--- src/rtl/pfb_pkg.sv ---
// pfb_pkg: shared types and helpers for the PFB coefficient path
//   loader_state_t : coeff_loader FSM states
//   addr_w()       : RAM address width for a given depth
package pfb_pkg;

   typedef enum logic [1:0] {IDLE, LOAD, DRAIN} loader_state_t;

   function automatic int addr_w(input int depth);
      return (depth > 1) ? $clog2(depth) : 1;
   endfunction

endpackage

--- src/rtl/coeff_loader.sv ---
// coeff_loader: streams one frame of DEPTH taps from AXI4-Stream into the coefficient RAM write port
//   clk, rst                : clock, async active-high reset
//   start                   : pulse that arms a load (ignored while busy)
//   s_axis_tdata/tvalid/tready/tlast : coefficient stream slave
//   wen, wAddr, din         : registered RAM write port
//   busy                    : loader in LOAD or DRAIN
//   done, err               : sticky result of the last frame (clean / wrong length)
module coeff_loader
   import pfb_pkg::*;
#(
   parameter int WIDTH = 16,
   parameter int DEPTH = 64
) (
   input  logic                      clk,
   input  logic                      rst,
   input  logic                      start,
   input  logic [WIDTH-1:0]          s_axis_tdata,
   input  logic                      s_axis_tvalid,
   output logic                      s_axis_tready,
   input  logic                      s_axis_tlast,
   output logic                      wen,
   output logic [addr_w(DEPTH)-1:0]  wAddr,
   output logic [WIDTH-1:0]          din,
   output logic                      busy,
   output logic                      done,
   output logic                      err
);

   localparam int AW = addr_w(DEPTH);

   loader_state_t state, state_nxt;
   logic [AW-1:0] cnt;
   logic hs, ld_hs, at_end;

   // tready depends on the state register only
   assign s_axis_tready = state != IDLE;
   assign busy          = s_axis_tready;
   assign hs            = s_axis_tready && s_axis_tvalid;
   assign ld_hs         = hs && state == LOAD;
   assign at_end        = cnt == AW'(DEPTH - 1);

   always_comb begin
      state_nxt = state;
      case (state)
         IDLE:    state_nxt = start ? LOAD : IDLE;
         LOAD:    state_nxt = !hs ? LOAD : s_axis_tlast ? IDLE : at_end ? DRAIN : LOAD;
         DRAIN:   state_nxt = (hs && s_axis_tlast) ? IDLE : DRAIN;
         default: state_nxt = IDLE;
      endcase
   end

   always_ff @(posedge clk or posedge rst) begin
      if (rst) state <= IDLE;
      else     state <= state_nxt;
   end

   always_ff @(posedge clk or posedge rst) begin
      if (rst) begin
         cnt   <= '0;
         wen   <= 1'b0;
         wAddr <= '0;
         din   <= '0;
         done  <= 1'b0;
         err   <= 1'b0;
      end else begin
         wen <= ld_hs;
         if (state == IDLE && start) begin
            cnt  <= '0;
            done <= 1'b0;
            err  <= 1'b0;
         end
         if (ld_hs) begin
            wAddr <= cnt;
            din   <= s_axis_tdata;
            // counter parks on the last address, so a long frame cannot wrap it
            if (!at_end) cnt <= cnt + 1'b1;
            if (s_axis_tlast && at_end) done <= 1'b1;
            // tlast before the last address (short) or missing at it (long)
            if (s_axis_tlast != at_end) err <= 1'b1;
         end
      end
   end

endmodule

--- config.mk ---
export PLATFORM = sky130hd
export DESIGN_NAME = coeff_loader
export DESIGN_NICKNAME = d
export VERILOG_FILES = /design/src/rtl/pfb_pkg.sv /design/src/rtl/coeff_loader.sv
export SDC_FILE = /design/constraint.sdc
export NUM_CORES = 1
export LEC_CHECK = 0
export ABC_AREA = 1
export CAP_MARGIN = 20
export CORE_MARGIN = 3
export CORE_UTILIZATION = 35
export CTS_CLUSTER_DIAMETER = 150
export DETAILED_ROUTE_END_ITERATION = 16
export PLACE_DENSITY = 0.74
export SYNTH_ARGS = -nofsm -noshare
export SYNTH_HDL_FRONTEND = slang
export SYNTH_SLANG_ARGS = --single-unit
--- constraint.sdc ---
create_clock -name clk -period 1.8 [get_ports clk]
set_clock_uncertainty 0.2 [all_clocks]
set_input_delay 0.27 -clock clk [delete_from_list [all_inputs] [get_ports clk]]
set_output_delay 0.27 -clock clk [all_outputs]
set_load 0.02 [all_outputs]
# Word-level counts from Yosys, hierarchy flattened
# Index checks and enable logic that the tools add are counted.
# totals
reg_bits	33
input_bits	21
# op_classes
add_sub_neg	1
n_eq_ne	4
mux	15
reduce_logical	7
# op_table
op	n
6-bit two-way mux	3
2-bit two-way mux	4
1-bit two-way mux	7
6-bit by 1-bit adder with 6-bit output, second input constant	1
6-bit == test, second input constant	1
2-bit one-hot mux with 3 select lines	1
1-bit logical AND	5
2-bit by 1-bit == test with 1-bit output, second input constant	1
2-bit == test, second input constant	1
2-bit zero test	1
2-bit nonzero test	1
1-bit inequality test	1

# Logic depth before layout (Yosys ltp)
# Gate-level depths: netlist of the first run.
# logic_depth
word_depth	5
mapped_depth	7
mapped_depth_nobuf	7

# Worst setup path before layout of the first run
# Ideal clock, no wire load.
# synth_timing
path_kind	register -> register
start	reg cnt[0]
end	reg err
t_arrival_ns	1.170
required_ns	1.483
path_slack_ns	0.313
path_stages_with_launch	8
n_path_buf	0
period_less_slack_ns	1.487
cell_sequence	dfrtp_1 -> ha_1 -> nand3_2 -> inv_2 -> nand2_2 -> ha_1 -> nand2_1 -> nand2_1
# synth_between
elab_chain_len	4
# synth_rtl
item	line_no	text
from (decl)	coeff_loader.sv:32	logic [AW-1:0] cnt;
from (signal assigned)	coeff_loader.sv:76	if (!at_end) cnt <= cnt + 1'b1;
6-bit == test	coeff_loader.sv:40	assign at_end = cnt == AW'(DEPTH - 1);
1-bit inequality test	coeff_loader.sv:79	if (s_axis_tlast != at_end) err <= 1'b1;
1-bit two-way mux	coeff_loader.sv:79	
1-bit two-way mux	coeff_loader.sv:72	if (ld_hs) begin
to (signal assigned)	coeff_loader.sv:64	err <= 1'b0;
to (signal assigned)	coeff_loader.sv:70	err <= 1'b0;
to (signal assigned)	coeff_loader.sv:79	
to (decl)	coeff_loader.sv:26	output logic err
# Every way passes these cells.
# A chain may end at the register's enable or synchronous reset.

# Worst setup path in the final report of the first run
# layout_timing
start	reg din[3]
end	out din[3]
# layout_lines
item	line_no	text
from (decl)	coeff_loader.sv:23	output logic [WIDTH-1:0] din,
from (signal assigned)	coeff_loader.sv:74	din <= s_axis_tdata;
# No word-level cell between the ends.

==> reports/qor.txt, run 1 <==
Placement Cell Area -> 1970 um2
syn_area_per_cell -> 8.60 um2
largest net degree at the start of global routing -> 34
first-pass GRT wire length -> 5.26 mm
NumNets Final -> 243
Static Leakage -> 1.00 nW
critical path launch point type -> register
worst r2r src -> cnt[0]$_DFF_PP0_
setup tns final -> 0 ns
vias in the first global route -> 1221
IO Count -> 48
worst skew pair latency -> 0.28 ns
switching pwr -> 0.898 mW
worst slew pin tran -> 0.411 ns
Async SR Flop Fraction -> 1.00
Routed Antenna Nets -> 0
Worst path top cell family by delay -> buffers and inverters
DR DRC count -> 0
CP peak stage delay -> 0.62 ns
worst path arrival time -> 1.26 ns
initial antenna violation count -> 0
worst setup path class -> reg2out
Antenna Cells -> 0
CTS sink count -> 33
die area -> 4910 um2
Critical Path End Type -> output pin
Crit-path slowest cell -> clkdlybuf4s50_1
Post-Synth Adder-Cell Area -> 0.0174
final setup vio count -> 0
layout cell share with drive strength beyond 1 -> 0.109
min cycle time layout -> 1.73 ns
reg-to-reg endpoint -> err$_DFF_PP0_
DRT iter0 DRCs -> 65
post-synthesis xor/xnor area fraction -> 0.0122
die height -> 70.1 um
HPWL reported at the end of detailed placement -> 2.22 mm
Netlist cell types -> 20
Max clock buf depth -> 2
relative slew slack -> 0.726
Int Power -> 1.64 mW
GRT Total Usage -> 0.133
Top FF cell, synth -> dfrtp_1
Hold Buf Count CTS -> 0
maximum fanout along the worst path -> 2
r2r setup slk -> 0.17 ns
largest family of logic cells by synthesized area -> simple AND/OR/NAND/NOR gates
H-tree Lvls -> 2
power density cells -> 1240 nW/um2
status -> complete, no violations
Seq/Total Area, Yosys -> 0.575
Reg power frac -> 0.422
Hold Path Class -> in2async
Die X -> 70.1 um
WL/cell -> 11.4 um
Comb power frac -> 0.369
Max Slew Vio Count -> 0
First-pass DRT Iterations -> 4
Pwr Total -> 2.54 mW
synthesis-to-finish area growth -> 42.4%
Fin. Hold Viols -> 0
GRT Residual Overflow -> 0
CTS root buf -> clkbuf_8
Clock Power Share -> 0.208
Net Count, Synth -> 190
RSZ-0062 raised after global routing -> false
Core Rows -> 22
post-route cell area -> 2050 um2
Post-synth EDFFs -> 0
post-synthesis register bit count -> 33
switch share -> 0.354
Post-synth top cells -> nand2_1 (76), dfrtp_1 (33), inv_1 (11), o21ai_0 (8)
Max Freq -> 578 MHz
reg2reg path depth -> 7
via count -> 1222
Synth warnings -> 0
Synth Cell Area -> 1440 um2
GP Congestion -> 0.782
worst endpoint required time -> 1.33 ns
worst-path cell chain -> clkdlybuf4s50_1
CTS buffer count -> 5
largest area contributor in the netlist -> dfrtp_1
final WL -> 3.08 mm
Max VDD drop -> 0.000545 V
Starting Density -> 0.378
Via density -> 4.54
port bufs -> 47
Synth top area share -> 0.575
CTS tree -> yes
most common cell in the synthesized netlist -> nand2_1
Synth Area in Compound Gates -> 0.0540
synth top area cells -> dfrtp_1 (57%), nand2_1 (20%), inv_1 (2.9%)
worst path buffer plus inverter count -> 1
CTS clk-pin slew, worst paths -> 0.06 ns
max_cap viols -> 0
simple-gate share of the synthesized area -> 0.275
multiplexer share of the synthesized area -> 0
Synth Instances -> 167
period utilization -> 0.960
core area -> 3800 um2
-- stage by stage --
stage	cells	util	worst slack, ns	hold slack (ns)
4_1_cts	269	0.539	0.0581	0.197
5_1_grt	269	0.539	0.0197	0.244
2_1_floorplan	167	-	0.313	0.180
3_3_place_gp	261	0.517	0.166	0.255
3_5_place_dp	261	0.517	0.106	0.264
6_report	269	0.539	0.0714	0.180
-- per-layer routing --
| metal | track usage | vias up | routed length (um) |
|---|---|---|---|
| li1 | - | 616 | - |
| met1 | 0.165 | 566 | 1410 |
| met2 | 0.211 | 34 | 1460 |
| met3 | 0.0374 | 6 | 156 |
| met4 | 0.0638 | 0 | 53 |
| met5 | 0 | - | 0 |
-- power groups by stage --
stage	Combinational, mW	Clock [mW]	Sequential [mW]
after CTS	0.953	0.544	1.07
final	0.936	0.528	1.07
after global placement	0.948	0	1.07
after detailed placement	0.960	0	1.08
after global routing	1.03	0.566	1.10
after floorplan	0.317	0	1.25
-- worst max-delay path by stage --
stage / start / to / slack [ns] / cells after the start
finish: din[3]$_DFFE_PP0N_ / din[3] / 0.07 / 1
floorplan: cnt[0]$_DFF_PP0_ / err$_DFF_PP0_ / 0.31 / 7
detailed placement: s_axis_tvalid / cnt[4]$_DFF_PP0_ / 0.11 / 6
global route: din[3]$_DFFE_PP0N_ / din[3] / 0.02 / 1
CTS: din[3]$_DFFE_PP0N_ / din[3] / 0.06 / 1
global placement: s_axis_tvalid / cnt[4]$_DFF_PP0_ / 0.17 / 6
-- timing repair --
item | 4_1_cts | 5_1_grt
gates resized for setup | 2 | 0
setup endpoints to repair | 2 | 0
buffers inserted | 0 | 0
-- cell usage in the layout (no fill, tap or decap), drive strengths merged, types with 2 or more instances in the layout --
cell | synthesis | layout
clkdlybuf4s50 | 0 | 45
dfrtp | 33 | 33
clkbuf | 0 | 6
nand2 | 78 | 78
nor2 | 8 | 8
clkinv | 0 | 2
inv | 15 | 15
nand3 | 10 | 10
dlygate4sd2 | 0 | 2
buf | 6 | 5
ha | 2 | 2
o21ai | 10 | 10
-- sequential cells by signal (all words and copies together), names as in the netlist --
register  flops
din          16
state         2
wAddr         6
err           1
done          1
wen           1
cnt           6
-- kinds of logic after synthesis --
kind of cell,Yosys count
XOR/XNOR,2
buffers and inverters,21
AO/OA/AOI/OAI,13
adder cells (fa/ha/maj),2
flip-flops,33
AND/OR/NAND/NOR,96
-- area by class of cell --
class	count	area, um2
fill	368	1750
sequential	33	826
multi-input combinational	113	515
timing repair buffer	52	505
clock buffer	6	72.6
tap	48	60.1
inverter	15	56.3
clock inverter	2	10.0
No activity file was read; power rests on OpenSTA's default activity.
==> run 2, diff against run 1 <==
--- a/config.mk
+++ b/config.mk
@@ -7,6 +7,7 @@
 export LEC_CHECK = 0
 export ABC_AREA = 1
 export CAP_MARGIN = 20
+export CORE_ASPECT_RATIO = 1.2
 export CORE_MARGIN = 3
 export CORE_UTILIZATION = 35
 export CTS_CLUSTER_DIAMETER = 150
==> run 2 against run 1 <==
Non-clock buffer count is 2 higher. Worst hold slack lost 0.079 ns. Die area about the same. Critical endpoint is now din[0].
==> reports/qor.txt, run 2 (same netlist as run 1, synthesis figures left out) <==
worst slack at placement -> 0.175 ns (+0.0685 ns)
GRT Total Usage -> 0.141 (+0.00842)
CP peak stage delay -> 0.62 ns (about the same)
placed cells -> 267 (+2.3%)
Starting Density -> 0.380 (+0.00150)
via count -> 1221 (-0.082%)
CTS tree -> yes
cts repair resizes -> 2 (unchanged)
commonest non-fill, non-tap cell in the layout -> nand2_1
worst path arrival time -> 1.26 ns (about the same)
initial antenna violation count -> 0 (unchanged)
worst setup path class -> reg2out
final std cells w/o fill -> 275 (+2.2%)
period utilization -> 0.959 (-0.00161)
HPWL reported at the end of detailed placement -> 2.40 mm (+7.9%)
critical path launch point type -> register
Worst path top cell family by delay -> buffers and inverters
NumNets Final -> 245 (+0.82%)
r2r setup slk -> 0.19 ns (+0.02 ns)
largest net degree at the start of global routing -> 22 (-35%)
Routed Antenna Nets -> 0 (unchanged)
Max Slew Vio Count -> 0 (unchanged)
CTS buffer count -> 5 (unchanged)
RSZ-0062 raised after global routing -> false
first-pass GRT wire length -> 5.53 mm (+5.1%)
setup tns final -> 0 ns (unchanged)
worst skew pair latency -> 0.28 ns (about the same)
relative slew slack -> 0.824 (+0.0981)
DRT iter0 DRCs -> 63 (-3.1%)
Die X -> 64.5 um (-8.0%)
max_cap viols -> 0 (unchanged)
IO Count -> 48 (unchanged)
max reg flops -> 16 (unchanged)
Hold Buf Count CTS -> 0 (unchanged)
GP Congestion -> 0.785 (+0.36%)
Max Freq -> 579 MHz (+0.17%)
port bufs -> 47 (unchanged)
most frequent cells in the layout -> nand2_1 (76), clkdlybuf4s50_1 (45), dfrtp_1 (33), inv_1 (11), o21ai_0 (8)
die height -> 76.2 um (+8.7%)
H-tree Lvls -> 2 (unchanged)
Static Leakage -> 1.02 nW (+1.9%)
die area -> 4910 um2 (about the same)
core area -> 3780 um2 (-0.40%)
fin worst setup slack -> 0.0743 ns (+0.00290 ns)
final hold slack -> 0.101 ns (-0.0789 ns)
Hold Path Class -> in2async
setup bufs post-CTS -> 0 (unchanged)
GRT Residual Overflow -> 0 (unchanged)
layout cell share with drive strength beyond 1 -> 0.121 (+0.0125)
Antenna Cells -> 0 (unchanged)
Via density -> 4.44 (-2.3%)
final WL -> 3.10 mm (+0.62%)
Core Rows -> 24 (+9.1%)
Crit-path slowest cell -> clkdlybuf4s50_1
worst slew pin tran -> 0.264 ns (-0.147 ns)
worst endpoint required time -> 1.33 ns (about the same)
DR DRC count -> 0 (unchanged)
CTS sink count -> 33 (unchanged)
vias in the first global route -> 1248 (+2.2%)
min cycle time layout -> 1.73 ns (-0.00290 ns)
WL/cell -> 11.3 um (-1.6%)
First-pass DRT Iterations -> 4 (unchanged)
top register by number of flip-flops -> din
CTS root buf -> clkbuf_8
worst path buffer plus inverter count -> 1 (unchanged)
Crit path depth -> 1 (unchanged)
synthesis-to-finish area growth -> 45.1%
reg2reg path depth -> 7 (unchanged)
CTS clk-pin slew, worst paths -> 0.06 ns (about the same)
Critical Path End Type -> output pin
Regs by FF count -> din x16, cnt x6, wAddr x6
Fin. Hold Viols -> 0 (unchanged)
final setup vio count -> 0 (unchanged)
Max VDD drop -> 0.000703 V (+29%)
worst-path cell chain -> clkdlybuf4s50_1
Max clock buf depth -> 2 (unchanged)
power density cells -> 1260 nW/um2 (+1.4%)
status -> complete, no violations
maximum fanout along the worst path -> 2 (unchanged)
## run 2: per-layer routing
metal	global-route usage	share of wire	up-vias
met1	0.159	0.41	562
met5	0	0	-
li1	-	-	617
met2	0.253	0.53	37
met4	0.0571	0.015	0
met3	0.0310	0.039	5
## run 2: area by class of cell
class / instances / area (um2)
Inverter: 15 / 56.3
Multi-Input combinational cell: 113 / 515
Clock inverter: 1 / 5.00
Timing Repair Buffer: 54 / 520
Fill cell: 361 / 1700
Sequential cell: 33 / 826
Clock buffer: 7 / 96.3
Tap cell: 52 / 65.1
## run 2: final timing paths
path / start / endpoint
min in group clk: din[4]$_DFFE_PP0N_ / din[4]$_DFFE_PP0N_
worst min-delay path: rst / din[3]$_DFFE_PP0N_
worst max-delay path: din[0]$_DFFE_PP0N_ / din[0]
worst min register to register: din[4]$_DFFE_PP0N_ / din[4]$_DFFE_PP0N_
max in group asynchronous: rst / cnt[2]$_DFF_PP0_
worst max register to register: cnt[1]$_DFF_PP0_ / err$_DFF_PP0_
## run 2: stage by stage
step                       util  area (um2)  power (mW)
after floorplan               -        1440        1.57
after global placement    0.525        1990        2.03
after detailed placement  0.525        1990        2.06
after CTS                 0.551        2080        2.66
after global routing      0.551        2080        2.81
final                     0.551        2080        2.62
## run 2: power by group
group | internal (mW) | switching (mW) | total (mW)
combinational | 0.453 | 0.516 | 0.970
clock | 0.345 | 0.253 | 0.598
sequential | 0.931 | 0.120 | 1.05
total | 1.73 | 0.889 | 2.62
